==> src/rtl/apb_spi_master_fifo.sv <==
// APB-to-SPI master with TX/RX FIFOs; one START sends every queued word under a single slave select.
// Build option APB_SPI_LOOPBACK_EN adds CMD[2] loopback (MOSI fed back into the receiver, slave selects held high).
module apb_spi_master_fifo #(
    parameter int DATA_W     = 8,
    parameter int NUM_SS     = 4,
    parameter int FIFO_DEPTH = 4
) (
    input  logic              i_PCLK,
    input  logic              i_PRESETn,
    input  logic              i_PSEL,
    input  logic              i_PENABLE,
    input  logic              i_PWRITE,
    input  logic [15:0]       i_PADDR,
    input  logic [DATA_W-1:0] i_PWDATA,
    input  logic [9:0]        i_BASE_ADDR,
    output logic [DATA_W-1:0] o_PRDATA,
    output logic              o_PREADY,
    output logic              o_PSLVERR,
    output logic              o_SCK,
    output logic              o_MOSI,
    input  logic              i_MISO,
    output logic [NUM_SS-1:0] o_SS
);
    localparam int AW = $clog2(FIFO_DEPTH);
    localparam int CW = AW + 1;
    localparam int EW = $clog2(2 * DATA_W);

    typedef enum logic [2:0] {IDLE, SETUP, SHIFT, LOAD, HOLD} state_t;
    state_t state, state_nx;

    logic [5:0]        cfg;
    logic [2:0]        div_cnt;
    logic [EW-1:0]     edge_cnt;
    logic [DATA_W-1:0] tx_sh, rx_sh;
    logic              sck, mosi, lb, miso_in;
    logic              tx_ovf, rx_ovf;

    logic [DATA_W-1:0] tx_mem [FIFO_DEPTH];
    logic [DATA_W-1:0] rx_mem [FIFO_DEPTH];
    logic [AW-1:0]     tx_wr, tx_rd, rx_wr, rx_rd;
    logic [CW-1:0]     tx_cnt, rx_cnt;

    logic       cpol, cpha, busy, tick, load_word;
    logic       tx_full, tx_empty, rx_full, rx_empty;
    logic       hit, wr, rd, tx_push, rx_pop, rx_push, cfg_wr, cmd_wr, start, flush, sts_rd;
    logic [3:0] off;
    logic [1:0] ss_idx;
    logic [7:0] status;
    logic       unused_addr;

    assign cpol     = cfg[5];
    assign cpha     = cfg[4];
    assign ss_idx   = cfg[3:2] & 2'(NUM_SS - 1);
    assign busy     = (state != IDLE);
    // half-period of 2^code PCLK cycles
    assign tick     = (div_cnt == 3'((4'd1 << cfg[1:0]) - 4'd1));

    assign tx_full  = (tx_cnt == CW'(FIFO_DEPTH));
    assign tx_empty = (tx_cnt == '0);
    assign rx_full  = (rx_cnt == CW'(FIFO_DEPTH));
    assign rx_empty = (rx_cnt == '0);

    assign off      = i_PADDR[5:2];
    assign hit      = i_PRESETn && i_PSEL && i_PENABLE && (i_PADDR[15:6] == i_BASE_ADDR);
    assign wr       = hit && i_PWRITE;
    assign rd       = hit && !i_PWRITE;
    assign tx_push  = wr && (off == 4'h1) && !tx_full;
    assign rx_pop   = rd && (off == 4'h1) && !rx_empty;
    assign rx_push  = (state == LOAD) && !rx_full;
    assign cfg_wr   = wr && (off == 4'h0) && !busy;
    assign cmd_wr   = wr && (off == 4'h3);
    assign sts_rd   = rd && (off == 4'h0);
    assign start    = cmd_wr && i_PWDATA[1] && !busy && !tx_empty;
    assign flush    = cmd_wr && i_PWDATA[0] && !busy && !start;
    assign status   = {lb, tx_ovf, rx_ovf, rx_empty, rx_full, tx_empty, tx_full, busy};
    assign unused_addr = ^i_PADDR[1:0];

    always_comb begin
        o_PREADY  = hit;
        o_PRDATA  = '0;
        o_PSLVERR = 1'b0;
        if (rd && off == 4'h0) o_PRDATA = DATA_W'(status);
        if (rd && off == 4'h1) begin
            if (rx_empty) o_PSLVERR = 1'b1;
            else          o_PRDATA  = rx_mem[rx_rd];
        end
        if (wr && off == 4'h0) o_PSLVERR = busy;
        if (wr && off == 4'h1) o_PSLVERR = tx_full;
    end

    always_comb begin
        state_nx  = state;
        load_word = 1'b0;
        case (state)
            IDLE:  if (start) begin state_nx = SETUP; load_word = 1'b1; end
            SETUP: if (tick) state_nx = SHIFT;
            SHIFT: if (tick && edge_cnt == EW'(2 * DATA_W - 1)) state_nx = LOAD;
            LOAD:  if (!tx_empty) begin state_nx = SETUP; load_word = 1'b1; end
                   else state_nx = HOLD;
            HOLD:  if (tick) state_nx = IDLE;
            default: state_nx = IDLE;
        endcase
    end

    always_ff @(posedge i_PCLK) begin
        if (!i_PRESETn) begin
            state    <= IDLE;
            cfg      <= '0;
            div_cnt  <= '0;
            edge_cnt <= '0;
            tx_sh    <= '0;
            rx_sh    <= '0;
            sck      <= 1'b0;
            mosi     <= 1'b0;
            tx_ovf   <= 1'b0;
            rx_ovf   <= 1'b0;
            tx_wr    <= '0;
            tx_rd    <= '0;
            tx_cnt   <= '0;
            rx_wr    <= '0;
            rx_rd    <= '0;
            rx_cnt   <= '0;
        end else begin
            state <= state_nx;
            if (cfg_wr) cfg <= i_PWDATA[5:0];
            if (state_nx != state || tick || state == IDLE || state == LOAD) div_cnt <= '0;
            else div_cnt <= div_cnt + 3'd1;
            if (state == IDLE) sck <= cpol;
            // CPHA=0 presents the MSB during SETUP; CPHA=1 drives it on the first edge
            if (load_word) begin
                edge_cnt <= '0;
                if (cpha) tx_sh <= tx_mem[tx_rd];
                else begin
                    mosi  <= tx_mem[tx_rd][DATA_W-1];
                    tx_sh <= tx_mem[tx_rd] << 1;
                end
            end
            if (state == SHIFT && tick) begin
                sck      <= ~sck;
                edge_cnt <= edge_cnt + EW'(1);
                if (edge_cnt[0] == cpha) rx_sh <= {rx_sh[DATA_W-2:0], miso_in};
                else begin
                    mosi  <= tx_sh[DATA_W-1];
                    tx_sh <= tx_sh << 1;
                end
            end
            // a new overflow wins over the clear-on-read
            if (sts_rd) begin
                tx_ovf <= 1'b0;
                rx_ovf <= 1'b0;
            end
            if (wr && off == 4'h1 && tx_full) tx_ovf <= 1'b1;
            if (state == LOAD && rx_full)     rx_ovf <= 1'b1;
            if (flush) begin
                tx_wr  <= '0;
                tx_rd  <= '0;
                tx_cnt <= '0;
                rx_wr  <= '0;
                rx_rd  <= '0;
                rx_cnt <= '0;
            end else begin
                if (tx_push)   tx_wr <= tx_wr + AW'(1);
                if (load_word) tx_rd <= tx_rd + AW'(1);
                if (rx_push)   rx_wr <= rx_wr + AW'(1);
                if (rx_pop)    rx_rd <= rx_rd + AW'(1);
                tx_cnt <= tx_cnt + CW'(tx_push) - CW'(load_word);
                rx_cnt <= rx_cnt + CW'(rx_push) - CW'(rx_pop);
            end
        end
    end

    always_ff @(posedge i_PCLK) begin
        if (tx_push) tx_mem[tx_wr] <= i_PWDATA;
        if (rx_push) rx_mem[rx_wr] <= rx_sh;
    end

`ifdef APB_SPI_LOOPBACK_EN
    always_ff @(posedge i_PCLK) begin
        if (!i_PRESETn)          lb <= 1'b0;
        else if (cmd_wr && !busy) lb <= i_PWDATA[2];
    end
`else
    assign lb = 1'b0;
`endif
    assign miso_in = lb ? mosi : i_MISO;

    assign o_SCK  = sck;
    assign o_MOSI = mosi;

    always_comb begin
        o_SS = '1;
        for (int i = 0; i < NUM_SS; i++)
            if (busy && !lb && ss_idx == 2'(i)) o_SS[i] = 1'b0;
    end
endmodule

==> config.mk <==
export PLATFORM = sky130hd
export DESIGN_NAME = apb_spi_master_fifo
export DESIGN_NICKNAME = d
export VERILOG_FILES = /design/src/rtl/apb_spi_master_fifo.sv
export SDC_FILE = /design/constraint.sdc
export NUM_CORES = 1
export LEC_CHECK = 0
export CORE_UTILIZATION = 45
export CTS_CLUSTER_DIAMETER = 80
export DETAILED_ROUTE_END_ITERATION = 8
export HOLD_SLACK_MARGIN = 0.02
export PLACE_DENSITY = 0.66
export RECOVER_POWER = 25
export SLEW_MARGIN = 10
export SYNTH_ARGS = -nofsm -noshare
export SYNTH_HDL_FRONTEND = slang
export SYNTH_SLANG_ARGS = --single-unit
==> constraint.sdc <==
create_clock -name i_PCLK -period 4 [get_ports i_PCLK]
set_clock_uncertainty 0.1 [all_clocks]
set_input_delay 0.8 -clock i_PCLK [delete_from_list [all_inputs] [get_ports i_PCLK]]
set_output_delay 0.8 -clock i_PCLK [all_outputs]
set_load 0.05 [all_outputs]
# Word level (Yosys, flattened, before mapping)
# Memories as Yosys holds them, arrays and structs flattened. A register that Yosys moved wholly into a read port is not among the register bits.
# Index checks and enable logic that the tools add are counted.
# word_totals
inputBits,40
ff_bits,50
mem_bits_rw,64
n_memories,2
# op_classes
shift,1
mux,43
n_eq_ne,16
n_reduce_logical,51
bitwise_logic,2
add_sub_neg,11
# mem_list
name,words,width,rd,rd_ports_with_merged_regs,wr,line_no,rtl
rx_mem,4,8,1,1,1,39,logic [DATA_W-1:0] rx_mem [FIFO_DEPTH];
tx_mem,4,8,1,1,1,38,logic [DATA_W-1:0] tx_mem [FIFO_DEPTH];
# ops
cell,count
8-bit two-way mux,6
1-bit logical AND,28
1-bit two-way mux,23
3-bit two-way mux,5
3-bit case mux with 5 select lines,1
10-bit == test,1
"3-bit == test, second input constant",3
3-bit zero test,3
"2-bit by 1-bit adder with 2-bit output, second input constant",4
2-bit two-way mux,4
4-bit two-way mux,2
2-bit nonzero test,4
1-bit zero test,7
7-bit two-way mux,1
3-bit by 1-bit adder with 3-bit output,2
"3-bit by 2-bit == test with 1-bit output, second input constant",2
3-bit by 1-bit subtractor with 3-bit output,2
"4-bit by 1-bit adder with 4-bit output, second input constant",1
"2-bit == test, second input constant",2
"4-bit by 1-bit == test with 1-bit output, second input constant",1
"4-bit by 2-bit == test with 1-bit output, second input constant",1
"4-bit == test, second input constant",1
4-bit zero test,1
2-bit OR reduction,2
other kinds (14),17

# Depth between registers and ports, before layout
# Gate-level depths: netlist of the first run.
# depth
ltp_word,15
ltp_mapped,14
mapped_depth_nobuf,13

# Worst setup path after synthesis of the first run
# Ideal clock, no wire load.
# synth_path
path_type,input-to-output
startpoint,in i_PRESETn
endpoint,out o_PRDATA[4]
arrival_time_ns,3.612
stages,6
t_required_ns,3.100
path_slack_ns,-0.512
cell_sequence,buf_4 -> nand3_2 -> or4_4 -> nor3_2 -> nand3b_1 -> o2bb2ai_1
# synth_between
elab_chain_cells,8
elab_cells_between_ends,9
classes_between,3 x mux; 6 x reduce/logical
# synth_rtl
item,line_no,rtl
start: declaration,9,"input logic i_PRESETn,"
1-bit logical AND * (3 in a row),64,assign hit = i_PRESETn && i_PSEL && i_PENABLE && (i_PADDR[15:6] == i_BASE_ADDR);
via o_PREADY,17,"output logic o_PREADY,"
1-bit logical AND *,66,assign rd = hit && !i_PWRITE;
1-bit logical AND,82,if (rd && off == 4'h0) o_PRDATA = DATA_W'(status);
7-bit two-way mux,82,
8-bit two-way mux,84,if (rx_empty) o_PSLVERR = 1'b1;
8-bit two-way mux *,83,if (rd && off == 4'h1) begin
end: declaration,16,"output logic [DATA_W-1:0] o_PRDATA,"
# The timed path passes the listed nets; every way through them passes the cells marked *.

# Worst setup path after layout of the first run
# layout_path
startpoint,in i_BASE_ADDR[6]
endpoint,out o_PRDATA[5]
# layout_between
elab_chain_cells,7
elab_cells_between_ends,8
classes_between,1 x eq/ne; 3 x mux; 4 x reduce/logical
# layout_rtl
item,line_no,rtl
start: declaration,15,"input logic [9:0] i_BASE_ADDR,"
10-bit == test *,64,
1-bit logical AND *,64,
1-bit logical AND *,66,
1-bit logical AND,82,
7-bit two-way mux,82,
8-bit two-way mux,84,
8-bit two-way mux *,83,
# Mark *: on every way between the ends. The rest lies on a longest branch, timed or not.

==> results of run 1 <==
[worst paths after layout]
path	from	endpoint	slack (ns)	depth (start not counted)
worst max-delay path	i_BASE_ADDR[6]	o_PRDATA[5]	0.12	9
worst min-delay path	tx_sh[0]	tx_sh[0]	0.37	2
worst max register to register	state[2]	tx_cnt[2]	1.14	12
worst min register to register	tx_sh[0]	tx_sh[0]	0.37	2
[cell usage in the layout, fill, tap and decap left out, types with 11 or more instances in the layout]
cell type / n
xnor2_1: 15
buf_12: 11
nand2_1: 35
nor2b_1: 16
mux2i_1: 31
nand3_1: 11
edfxtp_1: 64
ha_1: 14
a21oi_1: 12
clkbuf_16: 17
nor2_1: 27
inv_1: 18
buf_4: 14
dfxtp_1: 54
clkdlybuf4s50_1: 36
and2_1: 13
[cell usage after synthesis, drive strengths merged (2+ instances only)]
library cell	instances
edfxtp	64
dfxtp	54
nand2	35
mux2i	31
nor2	27
inv	19
nor2b	17
xnor2	15
ha	14
a21oi	13
and2	13
nand3	12
mux4	10
nor3	10
o21ai	10
buf	8
clkbuf	8
o22ai	8
mux2	7
o2bb2ai	7
or3	6
xor2	6
a21boi	5
nand2b	3
nand3b	3
o21a	3
or4	3
a21o	2
a31oi	2
fa	2
nand4b	2
nor3b	2
nor4	2
[per-layer routing]
metal | global-route usage, % | vias up | routed length, um
li1 | - | 1706 | -
met1 | 21.6 | 1664 | 4620
met2 | 36.6 | 51 | 5780
met3 | 4.47 | 15 | 323
met4 | 9.14 | 0 | 194
met5 | 0 | - | 0
[through the flow]
| step | power, W | setup slack (ns) | util (%) | hold slack [ns] |
|---|---|---|---|---|
| floorplan | 0.00132 | 0.00572 | - | 0.331 |
| global placement | 0.00137 | -0.105 | 54.0 | 0.348 |
| detailed placement | 0.00137 | -0.229 | 54.0 | 0.357 |
| CTS | 0.00297 | 0.0158 | 59.9 | 0.365 |
| global route | 0.00302 | 0.0363 | 60.4 | 0.381 |
| finish | 0.00295 | 0.120 | 60.4 | 0.370 |
[worst register-to-register path: stages (launching register included)]
cell,delay (ns)
dfxtp_1,0.39
nor3_1,0.31
nand2_1,0.12
or4_4,0.44
a2bb2oi_2,0.15
inv_1,0.07
ha_1,0.11
inv_1,0.03
ha_1,0.18
fa_1,0.40
xnor2_1,0.23
xnor2_1,0.16
nor2_1,0.06
[final cells by class]
| type | instances | area, sq um |
|---|---|---|
| fillers | 929 | 4530 |
| multi-input cells | 280 | 2250 |
| inverters | 20 | 75.1 |
| clock inverters | 14 | 200 |
| clock buffers | 18 | 429 |
| repair buffers | 68 | 757 |
| well taps | 143 | 179 |
| flip-flops and latches | 118 | 3000 |
[power groups by stage]
stage	Clock [W]	Combinational (W)	Sequential (W)
detailed placement	0	0.0000783	0.00130
global route	0.00167	0.0000814	0.00127
CTS	0.00163	0.0000781	0.00127
finish	0.00160	0.0000762	0.00127
global placement	0	0.0000769	0.00130
floorplan	0	0.0000243	0.00130
[cell families (layout without fill, tap and decap cells)]
| kind of cell | after synthesis | after routing |
|---|---|---|
| AND/OR/NAND/NOR | 139 | 139 |
| multiplexers | 48 | 48 |
| adder cells (fa/ha/maj) | 16 | 16 |
| XOR/XNOR | 21 | 21 |
| flip-flops | 118 | 118 |
| AO/OA/AOI/OAI | 56 | 56 |
| buffers and inverters | 36 | 120 |
[registers in the layout, summed over array words and instances, names as in the netlist, 3 cells and up, named ones only]
| name | cells |
|---|---|
| tx_cnt | 3 |
| rx_cnt | 3 |
| tx_sh | 8 |
| tx_mem | 32 |
| rx_mem | 32 |
| state | 3 |
| edge_cnt | 4 |
| div_cnt | 3 |
| rx_sh | 8 |
| cfg | 6 |
[timing repair]
action,in CTS,in global routing
pin swaps,0,4
resized for setup,5,6
setup endpoints to repair,8,8
hold endpoints to repair,0,0
buffers inserted,0,2
==> results.cfg, run 1 <==
[synth]
synth_cell_types = 51
synth_nets = 490
syn_area_sq_um = 5260
yosys-top-cells-area = edfxtp_1 37%, dfxtp_1 21%, mux2i_1 5.9%
synth_seq_cells = 118
synthMuxAreaShare_pct = 11.7
synth_edf_count = 64
ys_dominant_reg_cell = edfxtp_1
synth_compound_area_share_pct = 7.10
ys_warn_count = 0
synth_fa_ha_area_share_pct = 4.10
synthCells = 434
synth_area_per_cell_sq_um = 12.1
synth_top_area_share_pct = 36.6
synth_top_area_cell = edfxtp_1
synth_xor_area_share_pct = 3.50
synthSimpleGateAreaFrac_pct = 13.7
postSynth.asyncResetShare_pct = 0
synth_top_family_by_area = simple AND/OR/NAND/NOR gates
ys_seq_area_share_pct = 57.1

[power_and_ir_drop]
pwr-share-seq_pct = 43.1
power_density_nw_per_um2 = 427
power.net_switching_w = 0.000583
internal_power_w = 0.00236
peakVddDrop_uv = 350
power_frac_comb_pct = 2.6
switching_share_pct = 19.8
p_leak_nw = 2.56
pwr-share-clk_pct = 54.3

[sta]
hold_viol = 0
rsz0062_at_grt = false
finalSetupViolations = 0
slew_headroom_pct = 53.9
worst-slew-pin-transition_ns = 0.690
finalMaxSlewViolations = 0
fmax_mhz = 258
fin_crit_sh_pct = 97.0
final.setup.tns_ns = 0
min_period_ns = 3.88

[routing]
ant_nets = 0
viasPerCell = 5.20
first_pass_iters = 4
drc_errors = 0
drt-total-wl_um = 10900
wl_per_cell_um = 16.5
drt-initial-drc-count = 112
vias = 3436

[clocking]
cts_max_path_buffers = 2
holdBufCountCts = 0
clkTransAtPathRegs_ns = 0.05
cts_buffers = 17
insertion_delay_ns = 0.40
cts-root-buf = clkbuf_16
htree_levels = 4
cts_tree = done
clkSinkCount = 118

[worst_setup_path]
crit_path_end_kind = primary output
crit_fanout = 9
critPathKind = input port to primary output
crit_buf_inv = 4
path_common_cell = buf_4
required_ns = 3.10
critPathTopFamily = buffers and inverters
path_cells = clkdlybuf4s50_1 -> xor2_1 -> or4_4 -> nor3_4 -> buf_4 -> nand3b_1 -> buf_4 -> o2bb2ai_4 -> buf_12
crit_arrival_ns = 2.98
critPathSlowestCell = or4_4
cp_slowest_stage_delay_ns = 0.56
cp-start-kind = input port

[global_route]
grt_util_all_layers_pct = 19.9
grt_max_degree = 37
grt-ovfl-total = 0
grt_pass1_vias = 3640
grt_pass1_wl_um = 17400
antenna_found_initial = 0

[run_status]
status = finished, final reports clean

[run]
max-cap-violations = 0

[floorplan]
rows = 39
core_region_area_sq_um = 11400
initial_core_util_pct = 46.0
chipWidth_um = 110
ios = 56
dieArea_sq_um = 12100
chipHeight_um = 110

[finish]
layout.nets = 561
drive_gt1_share_pct = 17.4
n_antenna_cell = 0
finish.instance_area_sq_um = 6890
layout.cells.non_filler = 661
syn2layout_area_growth_pct = 31.1

[place]
hpwl_um = 7680
dp_cells = 628
place_area_sq_um = 6160
gp_congestion = 0.795
portBuffers = 53

[worst_hold_path]
holdCritPathClass = flip-flop to flip-flop
Note: power is estimated with default switching activity, not from simulation.
==> inputs of run 2 (changes only) <==
- CAP_MARGIN: default -> 5
- GPL_TIMING_DRIVEN: default -> 0
==> results.cfg, run 2 (synthesis gave the netlist of run 1 again) <==
[place]
portBuffers = 52
gp_congestion = 0.777
hpwl_um = 7900

[finish]
n_antenna_cell = 0
syn2layout_area_growth_pct = 26.0
drive_gt1_share_pct = 15.4
layout_common_cells = 64 x edfxtp_1, 54 x dfxtp_1, 36 x clkdlybuf4s50_1
final_common_cell = edfxtp_1
layout.nets = 564
top_regs = rx_mem (32), tx_mem (32)

[routing]
top_layer_used = met4
drc_errors = 0
wl_per_cell_um = 16.7
ant_nets = 0
vias = 3494
viasPerCell = 5.26
met3_length_um = 297
drt-initial-drc-count = 162
wl_met1_um = 4850
first_pass_iters = 4
drt-total-wl_um = 11100
wl_met2_um = 5800

[floorplan]
core_region_area_sq_um = 11400
chipWidth_um = 110
chipHeight_um = 110
dieArea_sq_um = 12100
rows = 39
initial_core_util_pct = 46.0
ios = 56

[clocking]
cts_max_path_buffers = 2
clkSinkCount = 118
htree_levels = 4
cts_buffers = 17
cts_tree = done
cts-root-buf = clkbuf_16
insertion_delay_ns = 0.40
clkTransAtPathRegs_ns = 0.05

[global_route]
grt_pass1_vias = 3655
grt_max_degree = 19
grt_pass1_wl_um = 17900
grt_util_all_layers_pct = 20.3
grt-ovfl-total = 0
antenna_found_initial = 0

[power_and_ir_drop]
pwr-share-seq_pct = 44.6
power.net_switching_w = 0.000561
power_frac_comb_pct = 2.7
pwr-share-clk_pct = 52.7
switching_share_pct = 19.7
internal_power_w = 0.00229
power_density_nw_per_um2 = 430
p_leak_nw = 2.47
peakVddDrop_uv = 392
power_w = 0.00285

[worst_setup_path]
crit_arrival_ns = 3.00
worstRegToRegCells = 13
r2r-start = state[2]
rrSetupSlack_ns = 0.32
required_ns = 3.10
path_cells = clkdlybuf4s50_1 -> xor2_1 -> or4_4 -> nor3_4 -> nand4b_1 -> clkinv_4 -> o2bb2ai_2 -> buf_4
cp_slowest_stage_delay_ns = 0.58
critPathKind = input port to primary output
cp-start-kind = input port
critPathSlowestCell = or4_4
critPathTopFamily = simple AND/OR/NAND/NOR gates
crit_fanout = 8
timing.rr.end = tx_cnt[2]
crit_path_end_kind = primary output
crit_buf_inv = 3

[sta]
worst-slew-pin-transition_ns = 1.01
fin_crit_sh_pct = 97.5
holdWs_ns = 0.377
fmax_mhz = 256
hold_viol = 0
finalMaxSlewViolations = 0
min_period_ns = 3.90
rsz0062_at_grt = false
slew_headroom_pct = 32.1
finalSetupViolations = 0

[worst_hold_path]
holdPathStages = 2
holdCritPathClass = flip-flop to flip-flop
min_to = tx_sh[7]
min_from = tx_sh[6]

[run_status]
status = finished, final reports clean

[run]
max-cap-violations = 0
run 2: cell types whose count changed in the layout (fill, tap and decap cells not counted), sizes merged:
cell	before	now
buf	25	20
bufinv	4	3
clkbuf	18	27
clkinv	4	6
clkinvlp	3	4
inv	23	20
run 2: area by class of cell:
type	instances	area [sq um]
multi-input cells	280	2170
fillers	964	4800
clock buffers	19	433
flip-flops and latches	118	3000
well taps	143	179
plain buffers	14	60.1
repair buffers	57	539
clock inverters	13	156
inverters	20	80.1
run 2: metal layers:
layer	vias up	track usage, %
li1	1715	-
met1	1724	24.0
met2	48	35.4
met3	7	4.64
met4	0	8.38
met5	-	0
run 2: per-stage QoR:
| step | utilization (%) | instance area (sq um) | TNS [ns] | worst slack (ns) | cells |
|---|---|---|---|---|---|
| floorplan | - | 5310 | 0 | 0.00572 | 434 |
| global placement | 52.6 | 6000 | -6.95 | -0.768 | 629 |
| detailed placement | 52.6 | 6000 | -7.10 | -0.771 | 629 |
| CTS | 57.7 | 6580 | 0 | 0.00347 | 662 |
| global route | 58.0 | 6620 | 0 | 0.00674 | 664 |
| finish | 58.0 | 6620 | 0 | 0.100 | 664 |
run 2: how the worst max path moves through the flow:
stage	start	endpoint	depth (start not counted)
finish	i_BASE_ADDR[6]	o_PRDATA[3]	8
global route	i_BASE_ADDR[6]	o_PRDATA[3]	8
CTS	i_PENABLE	o_PRDATA[3]	8
detailed placement	i_PENABLE	o_PRDATA[2]	7
global placement	i_PENABLE	o_PRDATA[3]	7
floorplan	i_PRESETn	o_PRDATA[4]	6
run 2: power groups by stage:
stage	Clock, W	Combinational, W	Sequential (W)
after CTS	0.00153	0.0000786	0.00127
final	0.00150	0.0000765	0.00127
after detailed placement	0	0.0000780	0.00130
after floorplan	0	0.0000243	0.00130
after global routing	0.00159	0.0000826	0.00127
after global placement	0	0.0000767	0.00130
run 2: what timing repair did:
| item | CTS | global route |
|---|---|---|
| setup buffers | 2 | 3 |
| resized for setup | 51 | 6 |
| pin swaps | 1 | 2 |
| setup endpoints to repair | 11 | 9 |
| hold buffers | 0 | 0 |
run 2: tightest hold or removal path: cells and delay by family, from the launching register on:
kind | cells | cell delay, ns
AND/OR/NAND/NOR | 1 | 0.06
flip-flops | 1 | 0.31
AO/OA/AOI/OAI | 1 | 0.06
==> inputs of run 3 (changes only) <==
- CTS_CLUSTER_SIZE: default -> 40
==> results of run 3 <==
Final layout, timing and power as in run 2 (identical DEF).
==> RTL change 1: new RTL, settings of run 3 <==
Build with the macro `APB_SPI_LOOPBACK_EN` defined.
--- a/src/rtl/apb_spi_master_fifo.sv
+++ b/src/rtl/apb_spi_master_fifo.sv
@@ -1,5 +1,7 @@
 // APB-to-SPI master with TX/RX FIFOs; one START sends every queued word under a single slave select.
 // Build option APB_SPI_LOOPBACK_EN adds CMD[2] loopback (MOSI fed back into the receiver, slave selects held high).
+`define APB_SPI_LOOPBACK_EN
+
 module apb_spi_master_fifo #(
     parameter int DATA_W     = 8,
     parameter int NUM_SS     = 4,
Check against the original RTL: not equivalent (Yosys sat finds a counterexample within 4 cycles, from zero or initial values and one cycle with i_PRESETn low).
==> RTL change 1 against run 3 <==
- sequential share of layout area is 0.34 points higher
- worst hold slack got worse by 0.011 ns
- setup slack gained 0.069 ns
- count of clock-buffer cells in the layout is 2 higher
- synthesized area rose by 1.2%
- utilization down 0.29 points
- sequential cell count is 1 higher
- power is 1.5% higher
- design area about the same
- wire length up 1.8%
==> RTL change 1: results (changes against run 3) <==
* Outcome: completed
* Multi-input combinational area share at 32.67% (-0.11 points)
* Synth area leaders: edfxtp_1 (36%), dfxtp_1 (21%), mux4_2 (6.8%), mux2i_1 (4.1%), ha_1 (3.3%)
* Flop2flop setup slack at 0.84 ns (+0.52 ns)
* Worst Hold Path EP: tx_sh[0]
* Multiplexer share of the synthesized area at 12.40% (+0.71 points)
* R2R Path Start: tx_cnt[1]
* DR iter-0 viols at 185 (+14%)
* GR Util met1 at 24.50% (+0.46 points)
* Setup crit start: i_BASE_ADDR[4]
* Number of global-route vias before repair at 3,606 (-1.3%)
* Int Pwr at 2.291 mW (+0.11%)
* Met3 Wirelength at 570 µm (+92%)
* HP Start: tx_sh[0]
* # placed instances at 626 (-0.48%)
* Met2 Track Usage GR at 34.58% (-0.83 points)
* Non-CTS inverters at 19 (-5.0%)
* Commonest cells in the netlist: edfxtp_1 (64), dfxtp_1 (55), nor2_1 (44)
* Final net count at 559 (-0.89%)
* Flops & latches, synth at 119 (+0.85%)
* Layout cells sized above 1 at 16.86% (+1.5 points)
* Placement-stage worst setup slack at -0.7992 ns (-0.02780 ns)
* Clk cell area share at 9.249% (+0.35 points)
* # clk buffers at 21 (+2)
* FF-to-FF path depth at 14 (+1)
* Fill count at 948 (-1.7%)
* DRT met1 WL at 4820 µm (-0.68%)
* Post-Synth Adder-Cell Area at 4.047% (-0.048 points)
* Pin count of the biggest net entering global routing at 17 (-2)
* Total track usage at 20.40% (+0.11 points)
* CP max FO at 5 (-3)
* DR vias at 3,486 (-0.23%)
* Routability cong. at 0.7660 (-1.4%)
* Multi-input combinational gate total at 275 (-1.8%)
* Net Count, Synth at 488 (-0.41%)
* CP peak stage delay at 0.79 ns (+0.21 ns)
* Yosys cell types at 56 (+9.8%)
* IO Port Bufs at 51 (-1.9%)
* Reg power frac at 44.3% (-0.3 points)
* Final-layout non-clock buffer area share at 8.606% (-0.45 points)
* Slowest CP cell: clkdlybuf4s50_1
* Max IR drop VDD at 0.0003759 V (-4.1%)
* Slew @ Worst Pin at 0.7291 ns (-0.2811 ns)
* Worst setup endpoint: o_PREADY
-- RTL change 1: changes by cell type in the layout (fill, tap and decap cells not counted), moves of 5 or more --
cell,delta
a21boi_0,-5
nand2_1,-8
mux4_2,+6
nor2b_1,-15
buf_2,+9
nor2_1,+17
mux2i_1,-9
buf_4,-9
o2bb2ai_2,-7
and3_1,+6
-- RTL change 1: stage by stage --
stage	power [mW]	area, µm²	util, %	setup TNS (ns)	hold WS, ns
5_1_grt	2.977	6615	57.69	-0.01019	0.3870
3_5_place_dp	1.388	6017	52.47	-7.060	0.3590
6_report	2.892	6615	57.69	0	0.3668
3_3_place_gp	1.387	6017	52.47	-7.170	0.3439
2_1_floorplan	1.336	5328	-	-0.6585	0.3319
4_1_cts	2.918	6635	57.86	0	0.3675
-- RTL change 1: what timing repair did --
item,in CTS,in global routing
endpoints found under the setup margin,10,9
pin swaps,0,1
gates resized for setup,34,15
buffers inserted,0,1
==> RTL change 2: new RTL, config.mk and constraints of run 3 <==
Without the edit above. Re-encode `state_t` (5 states) as one-hot, 5 bits wide.
--- a/src/rtl/apb_spi_master_fifo.sv
+++ b/src/rtl/apb_spi_master_fifo.sv
@@ -25,7 +25,7 @@
     localparam int CW = AW + 1;
     localparam int EW = $clog2(2 * DATA_W);
 
-    typedef enum logic [2:0] {IDLE, SETUP, SHIFT, LOAD, HOLD} state_t;
+    typedef enum logic [4:0] {IDLE = 5'b00001, SETUP = 5'b00010, SHIFT = 5'b00100, LOAD = 5'b01000, HOLD = 5'b10000} state_t;
     state_t state, state_nx;
 
     logic [5:0]        cfg;
Check against the original RTL: same outputs for any inputs over 10 cycles, from zero or initial values and one cycle with i_PRESETn low; not proved beyond that.
==> RTL change 2 against run 3 <==
- power increased by 3.5%
- sequential cell count up 2
- cell count up 2.6%
- setup slack got worse by 0.022 ns
- synthesized area increased by 3.9%
- synthesized cell count up 3.9%
- global-route usage is 0.34 points higher
- utilization increased by 0.68 points
- critical path depth shrank 1
- sequential share of layout area decreased by 0.70 points
- wire length is 8.3% higher
- design area grew 2.9%
- first-iteration DRC count grew 48%
- largest power group unchanged
- highest routed layer unchanged
==> RTL change 2: results (changes against run 3) <==
* Outcome: completed
* CTS Hold Buffers Added at 0 (unchanged)
* Layout cells sized above 1 at 16.36% (+1.0 points)
* Static leakage at 2.420 nW (-2.2%)
* DR pass1 iterations at 5 (+1)
* Xor and xnor area share after synthesis at 3.530% (+0.030 points)
* Number of global-route vias before repair at 3,759 (+2.8%)
* Slew @ Worst Pin at 0.7617 ns (-0.2486 ns)
* Yosys cell types at 59 (+16%)
* Synth area leaders: edfxtp_1 (35%), dfxtp_1 (21%), mux4_2 (6.2%), ha_1 (3.2%), xnor2_1 (3.0%)
* Post-Synth Adder-Cell Area at 3.942% (-0.15 points)
* Net Count, Synth at 507 (+3.5%)
* DR iter-0 viols at 239 (+48%)
* First-pass GRT wire length at 19,220 µm (+7.3%)
* FF-to-FF path depth at 11 (-2)
* DR vias at 3,730 (+6.8%)
* Antenna diodes at 0 (unchanged)
* Fill count at 943 (-2.2%)
* CP max FO at 6 (-2)
* Worst-path clk slew at 0.05 ns (about the same)
* Synth Area in Compound Gates at 8.824% (+1.7 points)
* Worst hold path class: flip-flop to flip-flop
* IO Port Bufs at 51 (-1.9%)
* Sequential fraction of the synthesis area at 55.74% (-1.4 points)
* Post-synth EDFFs at 64 (unchanged)
* H-tree depth at 4 (unchanged)
* Routed wire per std cell at 17.58 µm (+5.6%)
* DP Area at 0.006148 mm² (+2.4%)
* WHS Path Cells at 2 (unchanged)
* CTS Root Cell: clkbuf_16
* Crit path DAT at 3.02 ns (+0.02 ns)
* Max IR drop VDD at 0.0003796 V (-3.2%)
* Clock Latency Late Sink at 0.42 ns (+0.02 ns)
* Routability cong. at 0.7875 (+1.4%)
* Async S/R FF share, synth at 0% (unchanged)
* Biggest regs: rx_mem x32, tx_mem x32
* Synth warn at 0 (unchanged)
* Final net count at 581 (+3.0%)
* Initial antenna violation count at 1 (+1)
* Total track usage at 20.64% (+0.34 points)
* Post-DP HPWL at 8250 µm (+4.4%)
* Hold Fails Final Rpt at 0 (unchanged)
* Commonest cells in the netlist: edfxtp_1 (64), dfxtp_1 (56), nor2_1 (27)
* Multiplexer share of the synthesized area at 10.15% (-1.5 points)
* Num CTS Buffers at 17 (unchanged)
* Clock Path Buffers at 2 (unchanged)
* Pin count of the biggest net entering global routing at 17 (-2)
* Placement-stage worst setup slack at -0.9527 ns (-0.1813 ns)
[RTL change 2: routing by layer]
metal	routed length, µm	GRT usage (%)	part of all wire (%)	vias to the layer above
met4	108	5.422	0.90	0
met1	5082	25.38	42	1834
met3	712	7.397	5.9	9
met2	6070	34.58	51	70
li1	-	-	-	1817
met5	0	0	0	-
[RTL change 2: cell type report]
type	count	area, µm²	area share, %
timing repair buffer	56	523.0	7.677
sequential	120	3043	44.66
clock inverter	14	180.2	2.645
multi-input combinational	287	2278	33.44
inverter	19	76.32	1.120
clock buffer	18	429.2	6.299
buffer	24	103.9	1.524
tap	143	178.9	2.626
[RTL change 2: cells by family (layout without fill, tap and decap cells)]
family / Yosys count / count (layout)
muxes: 36 / 36
xor gates and xnor gates: 22 / 22
DFF: 120 / 120
adders and majority gates: 16 / 16
AOI/OAI and AO/OA: 72 / 72
buffers and inverters: 44 / 131
and+or+nand+nor: 141 / 141
[RTL change 2: critical path, cell delays in order]
cell	delay, ns
clkdlybuf4s50_1	0.51
xnor2_2	0.14
nand4_1	0.17
or3_4	0.40
or4_4	0.55
o2bb2ai_1	0.22
buf_4	0.23
[RTL change 2: where the power goes]
part | leakage (nW) | internal [mW] | switching [mW]
Clock | 0.293 | 1.03 | 0.538
Combinational | 1.10 | 0.0485 | 0.0378
Sequential | 1.03 | 1.29 | 0.000000831
Total | 2.42 | 2.37 | 0.576
[RTL change 2: what timing repair did]
item,in CTS,in global routing
setup endpoints to repair,11,10
pin swaps,2,5
gates resized for setup,54,4
endpoints found under the hold margin,0,0
setup buffers,4,1
[RTL change 2: worst paths after layout]
| check | from | end | slack (ns) |
|---|---|---|---|
| setup / recovery | i_PADDR[12] | o_PRDATA[4] | 0.08 |
| hold / removal | tx_sh[0] | tx_sh[0] | 0.36 |
| setup reg to reg | state[2] | tx_cnt[1] | 0.58 |
| hold reg to reg | tx_sh[0] | tx_sh[0] | 0.36 |
[RTL change 2: per-stage QoR]
step	utilization [%]	cells
2_1_floorplan	-	451
3_3_place_gp	52.94	645
3_5_place_dp	52.94	645
4_1_cts	58.35	680
5_1_grt	58.66	681
6_report	58.66	681
